## config.mk

```make
export PLATFORM = sky130hd
export DESIGN_NAME = pixel_stream_serializer
export DESIGN_NICKNAME = d
export VERILOG_FILES = /design/src/rtl/pixel_stream_serializer.sv
export SDC_FILE = /design/constraint.sdc
export NUM_CORES = 1
export LEC_CHECK = 0
export CAP_MARGIN = 40
export CORE_MARGIN = 1
export CORE_UTILIZATION = 53
export DETAILED_ROUTE_END_ITERATION = 8
export PLACE_DENSITY = 0.87
export SETUP_SLACK_MARGIN = 0.3
export SKIP_LAST_GASP = 1
export SLEW_MARGIN = 25
export SYNTH_ARGS = -nofsm -noshare
export SYNTH_HDL_FRONTEND = slang
export SYNTH_SLANG_ARGS = --single-unit
```

## constraint.sdc

```tcl
create_clock -name clk -period 2.7 [get_ports clk]
set_input_delay 0.27 -clock clk [delete_from_list [all_inputs] [get_ports clk]]
set_output_delay 0.27 -clock clk [all_outputs]
set_load 0.02 [all_outputs]
```

## src/rtl/pixel_stream_serializer.sv

```systemverilog
// Purpose: serializes whole NUM_CH-channel pixels into one channel per output beat with SOF/EOL/EOF framing.
// Latency: pixel accepted at edge N drives channel 0 from cycle N+1; NUM_CH beats per pixel, no bubbles when fed.
// Backpressure: out_ready low holds the current beat; in_ready only while empty or on the accepted final channel.
// Optional build macro SER_CHECKSUM_EN: appends a per-frame modulo-2^DATA_W checksum beat (out_ch == NUM_CH).
module pixel_stream_serializer #(
    parameter int DATA_W = 8,
    parameter int NUM_CH = 3,
    parameter int IMG_W  = 640,
    parameter int IMG_H  = 480,
    localparam int CH_W  = $clog2(NUM_CH + 1)
) (
    input  logic                     clk,
    input  logic                     rst_n,
    input  logic                     in_valid,
    output logic                     in_ready,
    input  logic [NUM_CH*DATA_W-1:0] in_pixel,
    output logic                     out_valid,
    input  logic                     out_ready,
    output logic [DATA_W-1:0]        out_data,
    output logic [CH_W-1:0]          out_ch,
    output logic                     out_sof,
    output logic                     out_eol,
    output logic                     out_eof,
    output logic                     busy
);

    localparam int COL_W = (IMG_W > 1) ? $clog2(IMG_W) : 1;
    localparam int ROW_W = (IMG_H > 1) ? $clog2(IMG_H) : 1;
    localparam logic [CH_W-1:0]  CH_LAST  = CH_W'(NUM_CH - 1);
    localparam logic [COL_W-1:0] COL_LAST = COL_W'(IMG_W - 1);
    localparam logic [ROW_W-1:0] ROW_LAST = ROW_W'(IMG_H - 1);

    // ST_INIT keeps in_ready low for the first cycle after reset release.
    typedef enum logic [1:0] {
        ST_INIT,
        ST_EMPTY,
        ST_SHIFT
`ifdef SER_CHECKSUM_EN
        , ST_CKSUM
`endif
    } state_t;

    state_t                    state, state_nxt;
    logic [NUM_CH*DATA_W-1:0]  pix;
    logic [CH_W-1:0]           ch;
    logic [COL_W-1:0]          col, col_nxt;
    logic [ROW_W-1:0]          row, row_nxt;
    logic [DATA_W-1:0]         ch_dat;
    logic                      last_ch, last_col, last_row, frame_last;
    logic                      in_xfer, out_xfer, pix_done;
`ifdef SER_CHECKSUM_EN
    logic [DATA_W-1:0]         acc;
`endif

    assign last_ch    = (ch == CH_LAST);
    assign last_col   = (col == COL_LAST);
    assign last_row   = (row == ROW_LAST);
    assign frame_last = last_col && last_row;
    assign in_xfer    = in_valid && in_ready;
    assign out_xfer   = out_valid && out_ready;
    assign pix_done   = (state == ST_SHIFT) && out_ready && last_ch;

    // Select the channel currently being shifted out of the holding register.
    always_comb begin
        ch_dat = '0;
        for (int k = 0; k < NUM_CH; k++) begin
            if (ch == CH_W'(k)) begin
                ch_dat = pix[k*DATA_W +: DATA_W];
            end
        end
    end

    // State register.
    always_ff @(posedge clk or negedge rst_n) begin
        if (!rst_n) begin
            state <= ST_INIT;
        end else begin
            state <= state_nxt;
        end
    end

    // Next-state decode and beat/flag outputs; flags only ever asserted alongside out_valid.
    always_comb begin
        state_nxt = state;
        in_ready  = 1'b0;
        out_valid = 1'b0;
        out_data  = '0;
        out_ch    = '0;
        out_sof   = 1'b0;
        out_eol   = 1'b0;
        out_eof   = 1'b0;
        case (state)
            ST_INIT: begin
                state_nxt = ST_EMPTY;
            end
            ST_EMPTY: begin
                in_ready = 1'b1;
                if (in_valid) begin
                    state_nxt = ST_SHIFT;
                end
            end
            ST_SHIFT: begin
                out_valid = 1'b1;
                out_data  = ch_dat;
                out_ch    = ch;
                out_sof   = (ch == '0) && (col == '0) && (row == '0);
                out_eol   = last_ch && last_col;
`ifdef SER_CHECKSUM_EN
                // The frame's final data beat is followed by the checksum, so no accept-through there.
                in_ready  = last_ch && out_ready && !frame_last;
`else
                out_eof   = last_ch && frame_last;
                in_ready  = last_ch && out_ready;
`endif
                if (pix_done) begin
                    if (in_valid && in_ready) begin
                        state_nxt = ST_SHIFT;
                    end
`ifdef SER_CHECKSUM_EN
                    else if (frame_last) begin
                        state_nxt = ST_CKSUM;
                    end
`endif
                    else begin
                        state_nxt = ST_EMPTY;
                    end
                end
            end
`ifdef SER_CHECKSUM_EN
            ST_CKSUM: begin
                out_valid = 1'b1;
                out_data  = acc;
                out_ch    = CH_W'(NUM_CH);
                out_eof   = 1'b1;
                if (out_ready) begin
                    state_nxt = ST_EMPTY;
                end
            end
`endif
            default: begin
                state_nxt = ST_EMPTY;
            end
        endcase
    end

    // Position of the pixel following this cycle; advances when the last channel leaves.
    always_comb begin
        col_nxt = col;
        row_nxt = row;
        if (pix_done) begin
            if (last_col) begin
                col_nxt = '0;
                row_nxt = last_row ? '0 : row + 1'b1;
            end else begin
                col_nxt = col + 1'b1;
            end
        end
    end

    // Holding register, channel counter and frame position.
    always_ff @(posedge clk or negedge rst_n) begin
        if (!rst_n) begin
            pix <= '0;
            ch  <= '0;
            col <= '0;
            row <= '0;
        end else begin
            if (in_xfer) begin
                pix <= in_pixel;
            end
            if (in_xfer || pix_done) begin
                ch <= '0;
            end else if ((state == ST_SHIFT) && out_ready) begin
                ch <= ch + 1'b1;
            end
            col <= col_nxt;
            row <= row_nxt;
        end
    end

    // Frame-in-progress flag; a new frame's first pixel wins over the old frame's closing beat.
    always_ff @(posedge clk or negedge rst_n) begin
        if (!rst_n) begin
            busy <= 1'b0;
        end else if (in_xfer && (col_nxt == '0) && (row_nxt == '0)) begin
            busy <= 1'b1;
        end else if (out_xfer && out_eof) begin
            busy <= 1'b0;
        end
    end

`ifdef SER_CHECKSUM_EN
    // Running sum of every data beat in the frame, cleared once the checksum beat is taken.
    always_ff @(posedge clk or negedge rst_n) begin
        if (!rst_n) begin
            acc <= '0;
        end else if ((state == ST_CKSUM) && out_ready) begin
            acc <= '0;
        end else if ((state == ST_SHIFT) && out_ready) begin
            acc <= acc + ch_dat;
        end
    end
`endif

endmodule

```

Word-level counts from Yosys, hierarchy flattened
Cells that the tools add are included.
- register bits after elaboration: 48
- input port bits: 28
- output and inout bits: 16
- add/sub/neg operators: 3
- equal/unequal tests: 8
- mux-type cells: 23
- reductions and logical operators: 23
- operator list (kind ; number):
    $mux W8 ; 4
    $mux W9 ; 3
    $logic_not A10 Y1 ; 2
    $mux W10 ; 2
    $logic_not A9 Y1 ; 2
    $logic_and A1 B1 Y1 ; 14
    $mux W2 ; 6
    $add A10 B1 Y10 const B ; 1
    $eq A10 B10 Y1 const B ; 1
    $add A9 B1 Y9 const B ; 1
    $eq A9 B9 Y1 const B ; 1
    $mux W1 ; 6
    $eq A2 B1 Y1 const B ; 2
    $eq A2 B2 Y1 const B ; 2
    $ne A2 B2 Y1 const B ; 2
    $pmux W2 S2 ; 1
    $reduce_bool A2 Y1 ; 2
    $add A2 B1 Y2 const B ; 1
    $logic_not A2 Y1 ; 1
    $pmux W1 S2 ; 1
    $reduce_and A2 Y1 ; 1
    $logic_or A1 B1 Y1 ; 1

Longest topological paths before layout
Gate-level depths: netlist (run 1).
- word-level depth: 8
- depth in mapped cells: 11

Worst setup path after synthesis (run 1)
OpenSTA, ideal clock, no wires.
- path type: flip-flop to flip-flop
- start: register state[0]
- end: register busy
- arrival time: 2.437 ns
- data required time: 2.608 ns
- slack: 0.172 ns
- stages on the path, launching flop included: 11
- path buffers: 1
- cell sequence: dfrtp_1 > inv_1 > ha_1 > buf_2 > and4_1 > nand3_1 > nor3_1 > mux2_4 > nor4_2 > nand3_1 > o31ai_2
- RTL lines (item ; RTL line ; source):
    start: declaration ; 43 ; state_t state, state_nxt;
    start signal: assignment ; 78 ; state <= state_nxt;
    $eq A2 B2 Y1 ; 92 ; case (state)
    $mux W1 ; 92 ;
    named net out_valid ; 17 ; output logic out_valid,
    $logic_and A1 B1 Y1 ; 60 ; assign out_xfer = out_valid && out_ready;
    $logic_and A1 B1 Y1 ; 187 ; end else if (out_xfer && out_eof) begin
    $reduce_bool A2 Y1 (no line) ; - ;
    end signal: assignment ; 184 ; busy <= 1'b0;
    end signal: assignment ; 186 ; busy <= 1'b1;
    end signal: assignment ; 188 ; busy <= 1'b0;
    end: declaration ; 24 ; output logic busy
The timed path passes the listed nets, and every way through them passes these cells.
A chain may end at the register's enable or synchronous reset.

Worst setup path in the final report (run 1)
- start: register ch[0]
- end: register busy
- RTL lines (item ; RTL line ; source):
    start: declaration ; 45 ; logic [CH_W-1:0] ch;
    start signal: assignment ; 174 ; ch <= ch + 1'b1;
    $eq A2 B2 Y1 * ; 55 ; assign last_ch = (ch == CH_LAST);
    $logic_and A1 B1 Y1 * ; 61 ; assign pix_done = (state == ST_SHIFT) && out_ready && last_ch;
    $mux W9 * ; 150 ; if (pix_done) begin
    named net row_nxt[5] ; 47 ; logic [ROW_W-1:0] row, row_nxt;
    $logic_not A9 Y1 * ; 185 ; end else if (in_xfer && (col_nxt == '0) && (row_nxt == '0)) begin
    $logic_and A1 B1 Y1 * ; 185 ;
    $mux W1 or $reduce_bool A2 Y1 (tied branches) ; - ;
Mark *: on every way through the listed nets, which the timed path passes. The rest lies on a longest branch.

==> results of run 1 <==
layer usage:
layer / vias to the layer above / global-route usage (%)
li1: 1009 / -
met2: 75 / 38.2
met5: - / 0
met1: 1045 / 35.3
met4: 0 / 13.1
met3: 14 / 4.92
cells in the mapped netlist:
cell type   n  area [um2]
a21o_1      2        15.0
o21ai_1     1        5.00
clkbuf_1    6        22.5
o31ai_1     1        7.51
or3_1       2        12.5
o31ai_2     1        12.5
nor3b_1     1        7.51
mux2_2     16         180
mux2_4      1        15.0
a22o_1      1        8.76
nand4_1     6        37.5
o21ai_0    17        85.1
buf_2       5        25.0
and2_1     12        75.1
nand2_1    32         120
nor4bb_1    2        20.0
and3_1      6        37.5
and4_1      3        26.3
ha_1        9         113
dfrtp_1    48        1200
and4bb_1    1        12.5
xnor2_1     5        43.8
nor4_1      2        12.5
and4_4      1        11.3
nor4b_1     1        8.76
or4b_1      1        10.0
nor4b_2     1        15.0
mux2_1      8        90.1
a2111oi_0   1        8.76
a21oi_1    14        70.1
nor2b_1     1        6.26
nor2_1     19        71.3
inv_1      11        41.3
xor2_1      4        35.0
nand3b_1    1        7.51
nand4b_1    1        8.76
nor4_2      1        12.5
buf_4       1        7.51
a21boi_0    1        7.51
nand3_1     6        30.0
o22ai_1     2        12.5
nor3_1      6        30.0
sequential cells by signal, indices dropped and copies added (netlist names):
signal	count
pix	24
col	10
row	9
ch	2
state	2
busy	1
where the power goes:
group	internal (mW)	switching (mW)
clock network	0.365	0.245
registers	0.950	0.155
logic	0.590	0.597
total	1.90	0.996
kinds of logic (layout without fill, tap and decap cells):
kind of cell,Yosys count,after routing,share of synthesized area (%)
buffers and inverters,23,72,3.73
and+or+nand+nor,106,106,22.2
DFF,48,48,46.6
muxes,25,25,11.1
AOI/OAI and AO/OA,41,41,9.02
xor gates and xnor gates,9,9,3.06
adders and majority gates,9,9,4.36
metrics by stage:
step           worst slack, ns  total power, mW
4_1_cts                  0.177             2.88
3_5_place_dp             0.208             2.22
6_report                 0.282             2.90
3_3_place_gp             0.315             2.15
2_1_floorplan            0.252             1.85
5_1_grt                 0.0689             3.08
layout make-up:
cell class	instances	area, um2	share of cell area [%]
clock buffer	5	68.8	2.10
clock inverter	2	60.1	1.83
inverter	11	41.3	1.26
multi-input combinational	190	1340	40.8
sequential	48	1200	36.6
tap	54	67.6	2.06
timing repair buffer	54	503	15.3
final timing paths:
check,endpoint,slack (ns)
min reg2reg,pix[7]$_DFFE_PN0P_,0.51
min in group asynchronous,pix[15]$_DFFE_PN0P_,0.52
max reg2reg,busy$_DFFE_PN0P_,0.28
min,pix[7]$_DFFE_PN0P_,0.51
max,busy$_DFFE_PN0P_,0.28
max in group asynchronous,col[0]$_DFF_PN0_,1.44
timing repair:
item                                    CTS  global route
hold endpoints to repair                 27             0
setup buffers                             1             2
resized for setup                        20             6
hold buffers                              1             0
endpoints found under the setup margin   13            25
pin swaps                                 0             0
==> impl_metrics.tcl, run 1 <==
set metrics [dict create \
    violations "DRC" \
    period_share_pct 89.5 \
    crit_top_cell "nand3_1" \
    fin_cells 364 \
    grt_first_pass_wirelength_mm 9.87 \
    cts-htree-levels 2 \
    cts_sinks 48 \
    m1WireLength_mm 2.70 \
    finalClockSkew_ns 0.00804 \
    worst-path-buf-inv 1 \
    core_um2 4690 \
    drc 2 \
    highest_layer "met4" \
    drtPass1Iterations 6 \
    final_util_pct 70.0 \
    crit_fanout 6 \
    die_w_um 71.8 \
    antenna_cells 0 \
    start_util_pct 55.0 \
    placed_cells 353 \
    ant_nets 0 \
    grt_max_degree 29 \
    crit_family "simple AND/OR/NAND/NOR gates" \
    drv_slew 0 \
    postSynthAreaPerCell_um2 9.88 \
    dr_wl_met2_mm 2.87 \
    grt_pass1_vias 2036 \
    cts_root_buf "clkbuf_8" \
    cts_tree "done" \
    worstPathCellList "inv_1 > ha_4 > and4_1 > nand3_1 > nor3_2 > mux2_4 > nor4_2 > nand3_1 > o31ai_2" \
    final_common_cell "dfrtp_1" \
    netlist_area_um2 2580 \
    startpoint "ch[0]$_DFFE_PN0P_" \
    tightest_slew_ns 0.634 \
    hold_ws_ns 0.508 \
    status "finished, violations left" \
    grt.total_usage_pct 25.5 \
    syn_nets 298 \
    setup-tns-final_ns 0 \
    ir_drop_mv 0.482 \
    hpwl_mm 4.30 \
    maxSlewHeadroom_pct 57.8 \
    cp-start-kind "flip-flop" \
    placed_cell_area_um2 3080 \
    worstSetupPathDepth 9 \
    overflow 0 \
    setup_violations 0 \
    ys_seq_area_share_pct 46.6 \
    reg2reg_depth 9 \
    drt-initial-drc-count 162 \
    gp_congestion 0.901 \
    ioPinCount 44 \
    endpoint_kind "flip-flop" \
    period_needed_ns 2.42 \
    nNetsFinal 347 \
    worstHoldPathCells 1 \
    syn_inst 261 \
    avgRoutedWirePerCell_um 16.5 \
    routed_wl_mm 6.01 \
    hold_viol 0 \
    insertion_delay_ns 0.31 \
    cts_max_path_buffers 2 \
    die_y_um 71.8 \
    yosysUniqueCellTypes 42 \
    drive_gt1_share_pct 16.1 \
    cp_slowest_cell "dfrtp_1" \
    syn_to_final_growth_pct 27.3 \
    reg2reg_from "ch[0]$_DFFE_PN0P_" \
    viasPerCell 5.89 \
    die_area_um2 5150 \
    min_path_type "reg2reg" \
    met3_length_um 309 \
    max_freq_mhz 414 \
    grt_setup_unrepaired "yes" \
    clk_pin_slew_ns 0.09 \
    cap_viol_max_count 0 \
    fillCellCount 335 \
    slowest_delay_ns 0.38 \
    row_count 25 \
    ys_seq_elements 48 \
    vias 2143 \
    portBuffers 43 \
    hold_start "pix[7]$_DFFE_PN0P_" \
    crit_arrival_ns 2.64 \
    antenna_found_initial 0 \
    crit_type "reg2reg" \
    yosysWarningCount 0 \
    leakage_nw 1.53 \
    cp.required_ns 2.92 \
    power_density_nw_per_um2 883 \
    final_cell_mix "47 x dfrtp_1, 32 x nand2_1, 30 x clkdlybuf4s50_1" \
    cts_buffers 5 \
    fin_area_um2 3280 \
]
Power figures use the tool's default switching activity.
==> run 2: changes to the inputs <==
--- a/config.mk
+++ b/config.mk
@@ -9,6 +9,7 @@
 export CORE_MARGIN = 1
 export CORE_UTILIZATION = 53
 export DETAILED_ROUTE_END_ITERATION = 8
+export GPL_ROUTABILITY_DRIVEN = 0
 export PLACE_DENSITY = 0.87
 export SETUP_SLACK_MARGIN = 0.3
 export SKIP_LAST_GASP = 1
==> impl_metrics.tcl, run 2 (synthesized netlist as in run 1, its figures left out) <==
set metrics [dict create \
    cap_viol_max_count 0 \
    insertion_delay_ns 0.31 \
    start_util_pct 55.0 \
    top_regs "pix (24), col (10), row (9)" \
    highest_layer "met4" \
    slowest_delay_ns 0.59 \
    fillCellCount 357 \
    endpoint_kind "output pin" \
    core_um2 4690 \
    die_w_um 71.8 \
    placed_cell_area_um2 3080 \
    die_area_um2 5150 \
    clk_pin_slew_ns 0.08 \
    layout_setup_ws_ns 0.206 \
    min_path_type "reg2reg" \
    grt.total_usage_pct 24.8 \
    drtPass1Iterations 6 \
    avgRoutedWirePerCell_um 16.4 \
    met3_length_um 203 \
    crit_arrival_ns 2.22 \
    seqCellArea_um2 1200 \
    dp_slack_ns 0.162 \
    ant_nets 0 \
    antenna_found_initial 0 \
    worstPathCellList "inv_1 > ha_2 > a21oi_1 > o21ai_0 > and2_1 > clkdlybuf4s50_1" \
    violations "DRC" \
    drc 2 \
    ioPinCount 44 \
    drt-initial-drc-count 153 \
    crit_type "reg2out" \
    nNetsFinal 345 \
    hold_viol 0 \
    period_needed_ns 2.49 \
    setup_violations 0 \
    cts-htree-levels 2 \
    finalClockSkew_ns 0.00854 \
    drv_slew 0 \
    cp.required_ns 2.43 \
    final_common_cell "dfrtp_1" \
    cts_sinks 48 \
    largest_register "pix" \
    routed_wl_mm 5.94 \
    ir_drop_mv 0.470 \
    hpwl_mm 4.20 \
    grt_first_pass_wirelength_mm 9.67 \
    cts_tree "done" \
    cts_max_path_buffers 2 \
    cp_slowest_cell "clkdlybuf4s50_1" \
    viasPerCell 5.72 \
    leakage_nw 1.51 \
    row_count 25 \
    antenna_cells 0 \
    drive_gt1_share_pct 16.2 \
    portBuffers 43 \
    cts_buffers 5 \
    crit_fanout 16 \
    multi_input_area_um2 1330 \
    setup-tns-final_ns 0 \
    power_density_nw_per_um2 855 \
    grt_setup_unrepaired "yes" \
    tightest_slew_ns 0.663 \
    fin_area_um2 3270 \
    m1WireLength_mm 2.80 \
    syn_to_final_growth_pct 26.8 \
    grt_max_degree 29 \
    final_cell_mix "47 x dfrtp_1, 34 x clkdlybuf4s50_1, 32 x nand2_1" \
    dr_wl_met2_mm 2.86 \
    cts_root_buf "clkbuf_8" \
    grt_pass1_vias 2022 \
    vias 2078 \
    die_y_um 71.8 \
    overflow 0 \
    maxSlewHeadroom_pct 55.8 \
    cp-start-kind "flip-flop" \
    max_freq_mhz 401 \
    period_share_pct 92.4 \
    status "finished, violations left" \
    largest_reg_flops 24 \
]
## run 2: timing repair
item / CTS / global route
hold buffers: 1 / 0
hold endpoints to repair: 6 / 0
setup endpoints to repair: 13 / 9
setup buffers: 0 / 1
resized for setup: 17 / 4
pin swaps: 0 / 0
## run 2: cell type report
cell class	instances	share of cell area, %
clock buffer	7	2.95
multi-input combinational	190	40.7
inverter	11	1.26
timing repair buffer	52	15.3
clock inverter	1	0.918
tap	54	2.07
sequential	48	36.8
## run 2: per-stage QoR
stage / hold slack, ns / util (%) / power, mW / std cells
after floorplan: -0.0256 / - / 1.85 / 261
after global placement: 0.329 / 65.7 / 2.14 / 353
after detailed placement: 0.331 / 65.7 / 2.19 / 353
after CTS: 0.505 / 69.4 / 2.80 / 362
after global routing: 0.529 / 69.7 / 2.99 / 363
final: 0.500 / 69.7 / 2.79 / 363
## run 2: worst max-delay path, delay by kind of cell, from the launching register on
kind	cells	cell delay [ns]
buffers and inverters	2	0.73
and+or+nand+nor	1	0.14
DFF	1	0.44
adders and majority gates	1	0.36
AOI/OAI and AO/OA	2	0.25
## run 2: where the power goes
group          internal, mW  switching, mW
sequential            0.949          0.152
clock                 0.327          0.241
combinational         0.571          0.554
total                  1.85          0.947
## run 2: worst paths after layout
| check | from | slack (ns) | to | cells past startpoint |
|---|---|---|---|---|
| hold / removal | pix[8]$_DFFE_PN0P_ | 0.50 | pix[8]$_DFFE_PN0P_ | 1 |
| setup / recovery | ch[1]$_DFFE_PN0P_ | 0.21 | out_data[6] | 6 |
| max in group asynchronous | rst_n | 1.53 | col[7]$_DFF_PN0_ | 3 |
| min in group asynchronous | rst_n | 0.53 | pix[18]$_DFFE_PN0P_ | 2 |
| setup reg to reg | ch[0]$_DFFE_PN0P_ | 0.26 | busy$_DFFE_PN0P_ | 9 |
| hold reg to reg | pix[8]$_DFFE_PN0P_ | 0.50 | pix[8]$_DFFE_PN0P_ | 1 |
## run 2: metal layers
| layer | track usage (%) | up-vias |
|---|---|---|
| li1 | - | 1013 |
| met1 | 34.0 | 1014 |
| met2 | 39.6 | 45 |
| met3 | 5.06 | 6 |
| met4 | 8.28 | 0 |
| met5 | 0 | - |
